[config.mk]
export PLATFORM = sky130hd
export DESIGN_NAME = multi_lane_hit_cnt
export DESIGN_NICKNAME = d
export VERILOG_FILES = /design/src/rtl/multi_lane_hit_cnt.sv
export SDC_FILE = /design/constraint.sdc
export NUM_CORES = 1
export LEC_CHECK = 0
export CAP_MARGIN = 20
export CORE_MARGIN = 2
export CORE_UTILIZATION = 35
export CTS_CLUSTER_DIAMETER = 150
export DETAILED_ROUTE_END_ITERATION = 6
export SLEW_MARGIN = 5
export SYNTH_ARGS = -nofsm -noshare
export SYNTH_HDL_FRONTEND = slang
export SYNTH_SLANG_ARGS = --single-unit
[constraint.sdc]
create_clock -name clk -period 4.88 [get_ports clk]
set_input_delay 0.976 -clock clk [delete_from_list [all_inputs] [get_ports clk]]
set_output_delay 0.976 -clock clk [all_outputs]
set_load 0.05 [all_outputs]
[src/rtl/multi_lane_hit_cnt.sv]
// Per-triangle hit/sample counter: folds LANES qualified samples per cycle into
// the open triangle and queues a {id, hits, samps, sat} record when it closes.

module mlhc_lane (
  input  logic samp_i,
  input  logic hit_i,
  output logic qhit_o
);
  // a hit only counts on a lane that was actually tested
  assign qhit_o = samp_i & hit_i;
endmodule

module multi_lane_hit_cnt #(
  parameter int SIGFIG = 24,
  parameter int LANES  = 2,
  parameter int ID_W   = 16,
  parameter int CNT_W  = 16,
  parameter int DEPTH  = 4
) (
  input  logic              clk,
  input  logic              rst,
  input  logic              tri_valid_R,
  input  logic [ID_W-1:0]   tri_id_R,
  input  logic [LANES-1:0]  samp_valid_R,
  input  logic [LANES-1:0]  hit_valid_R,
  input  logic              flush_R,
  output logic              rec_valid_R,
  input  logic              rec_ready_R,
  output logic [ID_W-1:0]   rec_id_R,
  output logic [CNT_W-1:0]  rec_hits_R,
  output logic [CNT_W-1:0]  rec_samps_R,
  output logic              rec_sat_R,
  output logic              drop_R
);
  localparam bit PARAMS_OK = (SIGFIG > 0) && (LANES >= 1) && (LANES <= 8) &&
                             (DEPTH >= 2) && ((DEPTH & (DEPTH - 1)) == 0);
  if (!PARAMS_OK) begin : g_bad_params
    $error("multi_lane_hit_cnt: illegal parameter set");
  end

  localparam logic [0:0] IDLE = 1'b0;
  localparam logic [0:0] OPEN = 1'b1;
  localparam int PW = $clog2(DEPTH);
  // sum width leaves headroom for one cycle's popcount (<= 8) above the max
  localparam int SW = CNT_W + 4;
  localparam logic [SW-1:0] CMAX = SW'({CNT_W{1'b1}});

  typedef struct packed {
    logic [ID_W-1:0]  id;
    logic [CNT_W-1:0] hits;
    logic [CNT_W-1:0] samps;
    logic             sat;
  } rec_t;

  // lane qualification
  logic [LANES-1:0] qhit;
  for (genvar i = 0; i < LANES; i++) begin : g_lane
    mlhc_lane u_lane (
      .samp_i (samp_valid_R[i]),
      .hit_i  (hit_valid_R[i]),
      .qhit_o (qhit[i])
    );
  end

  logic [3:0] hit_pc, samp_pc;
  always_comb begin
    hit_pc  = '0;
    samp_pc = '0;
    for (int i = 0; i < LANES; i++) begin
      hit_pc  = hit_pc + 4'(qhit[i]);
      samp_pc = samp_pc + 4'(samp_valid_R[i]);
    end
  end

  // accumulator state
  logic [0:0]       state_q, state_d;
  logic [ID_W-1:0]  cur_id_q, cur_id_d;
  logic [CNT_W-1:0] hit_acc_q, hit_acc_d;
  logic [CNT_W-1:0] samp_acc_q, samp_acc_d;
  logic             sat_q, sat_d;

  logic          cont, close;
  logic [SW-1:0] hit_sum, samp_sum;
  logic          hit_ovf, samp_ovf;

  // same-triangle continuation adds onto the accumulators, anything else reloads
  assign cont     = (state_q == OPEN) && (tri_id_R == cur_id_q);
  assign hit_sum  = (cont ? SW'(hit_acc_q)  : '0) + SW'(hit_pc);
  assign samp_sum = (cont ? SW'(samp_acc_q) : '0) + SW'(samp_pc);
  assign hit_ovf  = hit_sum > CMAX;
  assign samp_ovf = samp_sum > CMAX;

  always_comb begin
    state_d    = state_q;
    cur_id_d   = cur_id_q;
    hit_acc_d  = hit_acc_q;
    samp_acc_d = samp_acc_q;
    sat_d      = sat_q;
    close      = 1'b0;
    if (tri_valid_R) begin
      close      = (state_q == OPEN) && !cont;
      state_d    = OPEN;
      cur_id_d   = tri_id_R;
      hit_acc_d  = hit_ovf  ? CMAX[CNT_W-1:0] : hit_sum[CNT_W-1:0];
      samp_acc_d = samp_ovf ? CMAX[CNT_W-1:0] : samp_sum[CNT_W-1:0];
      sat_d      = (cont & sat_q) | hit_ovf | samp_ovf;
    end else if (flush_R && (state_q == OPEN)) begin
      close   = 1'b1;
      state_d = IDLE;
    end
  end

  always_ff @(posedge clk) begin
    if (rst) begin
      state_q    <= IDLE;
      cur_id_q   <= '0;
      hit_acc_q  <= '0;
      samp_acc_q <= '0;
      sat_q      <= 1'b0;
    end else begin
      state_q    <= state_d;
      cur_id_q   <= cur_id_d;
      hit_acc_q  <= hit_acc_d;
      samp_acc_q <= samp_acc_d;
      sat_q      <= sat_d;
    end
  end

  // record FIFO; pointers carry an extra wrap bit to tell full from empty
  rec_t          mem_q [DEPTH];
  logic [PW:0]   wr_ptr_q, wr_ptr_d, rd_ptr_q, rd_ptr_d;
  logic          drop_q, drop_d;
  logic          empty, full, push, pop;
  rec_t          close_rec, head;

  assign empty     = (wr_ptr_q == rd_ptr_q);
  assign full      = (wr_ptr_q[PW-1:0] == rd_ptr_q[PW-1:0]) &&
                     (wr_ptr_q[PW] != rd_ptr_q[PW]);
  assign pop       = !empty && rec_ready_R;
  assign push      = close && (!full || pop);
  assign close_rec = '{cur_id_q, hit_acc_q, samp_acc_q, sat_q};

  always_comb begin
    wr_ptr_d = wr_ptr_q;
    rd_ptr_d = rd_ptr_q;
    drop_d   = drop_q | (close & full & !pop);
    if (push) wr_ptr_d = wr_ptr_q + (PW+1)'(1);
    if (pop)  rd_ptr_d = rd_ptr_q + (PW+1)'(1);
  end

  always_ff @(posedge clk) begin
    if (rst) begin
      wr_ptr_q <= '0;
      rd_ptr_q <= '0;
      drop_q   <= 1'b0;
    end else begin
      wr_ptr_q <= wr_ptr_d;
      rd_ptr_q <= rd_ptr_d;
      drop_q   <= drop_d;
    end
  end

  // storage needs no reset: outputs are gated while the FIFO is empty
  always_ff @(posedge clk) begin
    if (!rst && push) mem_q[wr_ptr_q[PW-1:0]] <= close_rec;
  end

  assign head        = mem_q[rd_ptr_q[PW-1:0]];
  assign rec_valid_R = !empty;
  assign rec_id_R    = empty ? '0 : head.id;
  assign rec_hits_R  = empty ? '0 : head.hits;
  assign rec_samps_R = empty ? '0 : head.samps;
  assign rec_sat_R   = empty ? 1'b0 : head.sat;
  assign drop_R      = drop_q;
endmodule

==> impl_metrics.json <==
{
  "rsz0062_at_grt": "false",
  "cp_slowest_stage_delay_ns": 0.54,
  "gr-usage-met1_pct": 19.6,
  "fin_nets": 793,
  "fillers": 2678,
  "grt_max_degree": 58,
  "relSlewSlack_pct": 35.1,
  "dieHeight_um": 178,
  "vias": 6029,
  "overflow": 0,
  "slowest_stage": "nor3_2",
  "setup_violations": 0,
  "synth_top_area_share_pct": 55.9,
  "cts_root_buf": "clkbuf_16",
  "status": "complete, no violations",
  "postSynthCellCount": 677,
  "required_ns": 5.30,
  "tightest_slew_ns": 0.974,
  "grt_pass1_vias": 6157,
  "core.rowCount": 63,
  "slew_viol_final": 0,
  "fin_ws_ns": 0.615,
  "die_area_um2": 31500,
  "p_leak_uw": 0.00409,
  "wl_per_cell_um": 19.0,
  "r2r_slack_ns": 1.12,
  "cts_max_path_buffers": 3,
  "crit_type": "input pin to register",
  "ys_seq_area_share_pct": 67.1,
  "cp_data_arrival_time_ns": 4.69,
  "drtIter0Drc": 468,
  "die_x_um": 178,
  "yosysTopAreaCell": "edfxtp_1",
  "core_um2": 29600,
  "antenna_found_initial": 1,
  "syn_area_um2": 10500,
  "synth.most_common_cell": "edfxtp_1",
  "final-hold-violation-count": 0,
  "whs_ns": 0.511,
  "synthArstFlopShare_pct": 0,
  "netlist_top_cells_area": "edfxtp_1 56%, dfxtp_1 11%, mux4_2 10%",
  "port_buffers": 75,
  "ff_latch_area_um2": 7070,
  "grtUsageTotal_pct": 14.4,
  "cts_tree": "done",
  "multiInputGateArea_um2": 3300,
  "start_util_pct": 35.5,
  "dp_slack_ns": 0.0929,
  "vias_per_cell": 5.15,
  "synth_nets": 711,
  "path_cells": "clkdlybuf4s50_1 > xnor2_1 > nand4_1 > nor4_4 > buf_4 > and3_1 > fa_1 > ha_1 > and2_1 > nand2_1 > nor3_2 > o21ai_1 > a221oi_1",
  "worstSetupEndpointType": "register",
  "grt_use_met3_pct": 2.53,
  "synth_edf_count": 196,
  "vdd_drop_max_mv": 0.250,
  "postCtsSetupRepairBufs": 0,
  "maxCapViolations": 0,
  "gp_congestion": 0.798,
  "cts_resized": 0,
  "htreeDepth": 1,
  "cp-start-kind": "input pin",
  "worstHoldPathType": "register to register",
  "power_density_nw_per_um2": 427,
  "final_min_period_over_clock_period_pct": 87.4,
  "use_met2_pct": 24.1,
  "skew_ns": 0.0132,
  "synth.distinct_cells": 56,
  "clock-sinks": 255,
  "clkTransAtPathRegs_ns": 0.06,
  "ant_nets": 0,
  "crit_path_max_fanout": 21,
  "layout-drive-gt1-share_pct": 16.3,
  "synthTopCellsByCount": "196 x edfxtp_1, 59 x dfxtp_1, 54 x and2_1, 49 x mux4_2, 40 x nor2_1",
  "syn_to_final_growth_pct": 21.7,
  "synth_warnings": 0,
  "ys_ff_latch": 255,
  "setup-tns-final_ns": 0,
  "grt_first_pass_wirelength_um": 35200,
  "drc": 0,
  "avgSynthCellArea_um2": 15.6,
  "clk_latency_ns": 0.52,
  "cts_hold_buffers": 0,
  "ys.flop_type": "edfxtp_1",
  "drt_pre_antenna_iters": 6,
  "numCtsBuffers": 26,
  "wl_um": 22200,
  "hpwlAfterDp_um": 13700,
  "fmax_mhz": 234,
  "period_needed_ns": 4.27,
  "io_pins": 76,
  "busiest_layer": "met2"
}
-- worst max-delay path, delay by kind of cell --
family                     cells  cell delay [ns]
AOI/OAI and AO/OA              2             0.47
and+or+nand+nor                6             1.73
buffers and inverters          2             0.79
adders and majority gates      2             0.45
xor gates and xnor gates       1             0.25
-- worst paths after layout --
check | cells past startpoint | startpoint | endpoint
hold reg to reg | 1 | drop_R | drop_R
setup / recovery | 13 | tri_id_R[1] | hit_acc_q[5]
setup reg to reg | 12 | cur_id_q[1] | hit_acc_q[5]
hold / removal | 1 | drop_R | drop_R
-- report_power, final --
| group | switching [uW] | internal [uW] | total [uW] |
|---|---|---|---|
| Sequential | 48.2 | 2350 | 2400 |
| Combinational | 470 | 325 | 795 |
| Clock | 809 | 1460 | 2270 |
| Total | 1330 | 4140 | 5470 |
-- per-stage QoR --
step	total power (uW)	instance area (um^2)	util, %	cells
2_1_floorplan	2990	10500	-	677
3_5_place_dp	3260	11800	39.9	1121
4_1_cts	5540	12800	43.3	1169
5_1_grt	5680	12800	43.3	1169
3_3_place_gp	3260	11800	39.9	1121
6_report	5470	12800	43.3	1170
-- cell usage in the layout (no fill, tap or decap), types with 5 or more instances in the layout --
cell type,count
nand2b_1,5
a21oi_1,9
nand4_1,14
a31oi_1,7
and2_1,54
inv_1,14
nor4_1,7
ha_1,7
mux2i_1,22
mux4_2,49
o21ai_0,9
nor2_1,40
bufinv_16,8
dfxtp_1,57
a211oi_1,5
buf_4,11
o211ai_1,6
nor3_1,19
nand2_1,13
clkdlybuf4s50_1,73
xnor2_1,17
edfxtp_1,196
nand3_1,20
and3_1,12
clkbuf_16,27
-- sequential cells by signal (all words and copies together), names as in the netlist, named ones only --
name,cells
mem_q,196
sat_q,1
cur_id_q,16
samp_acc_q,16
rd_ptr_q,3
hit_acc_q,16
wr_ptr_q,3
state_q,1
drop_R,1
-- layout make-up --
class,instances,area share [%]
flip-flops and latches,255,55.2
multi-input cells,371,25.7
repair buffers,90,7.04
clock buffers,32,5.57
well taps,390,3.80
clock inverters,16,2.24
inverters,15,0.439
diodes,1,0.0195
-- cell families after synthesis --
family | after synthesis | synth area share (%)
AO/OA/AOI/OAI | 68 | 4.61
flip-flops | 255 | 67.1
AND/OR/NAND/NOR | 201 | 10.8
XOR/XNOR | 21 | 1.75
multiplexers | 72 | 12.7
adder cells (fa/ha/maj) | 9 | 1.21
buffers and inverters | 51 | 1.90
-- per-layer routing --
metal	wire length (um)	up-vias	part of all wire (%)
met5	0	-	0
li1	-	2818	-
met2	10900	127	49
met1	9950	3060	45
met3	1040	24	4.7
met4	285	0	1.3
Power figures use the tool's default switching activity.
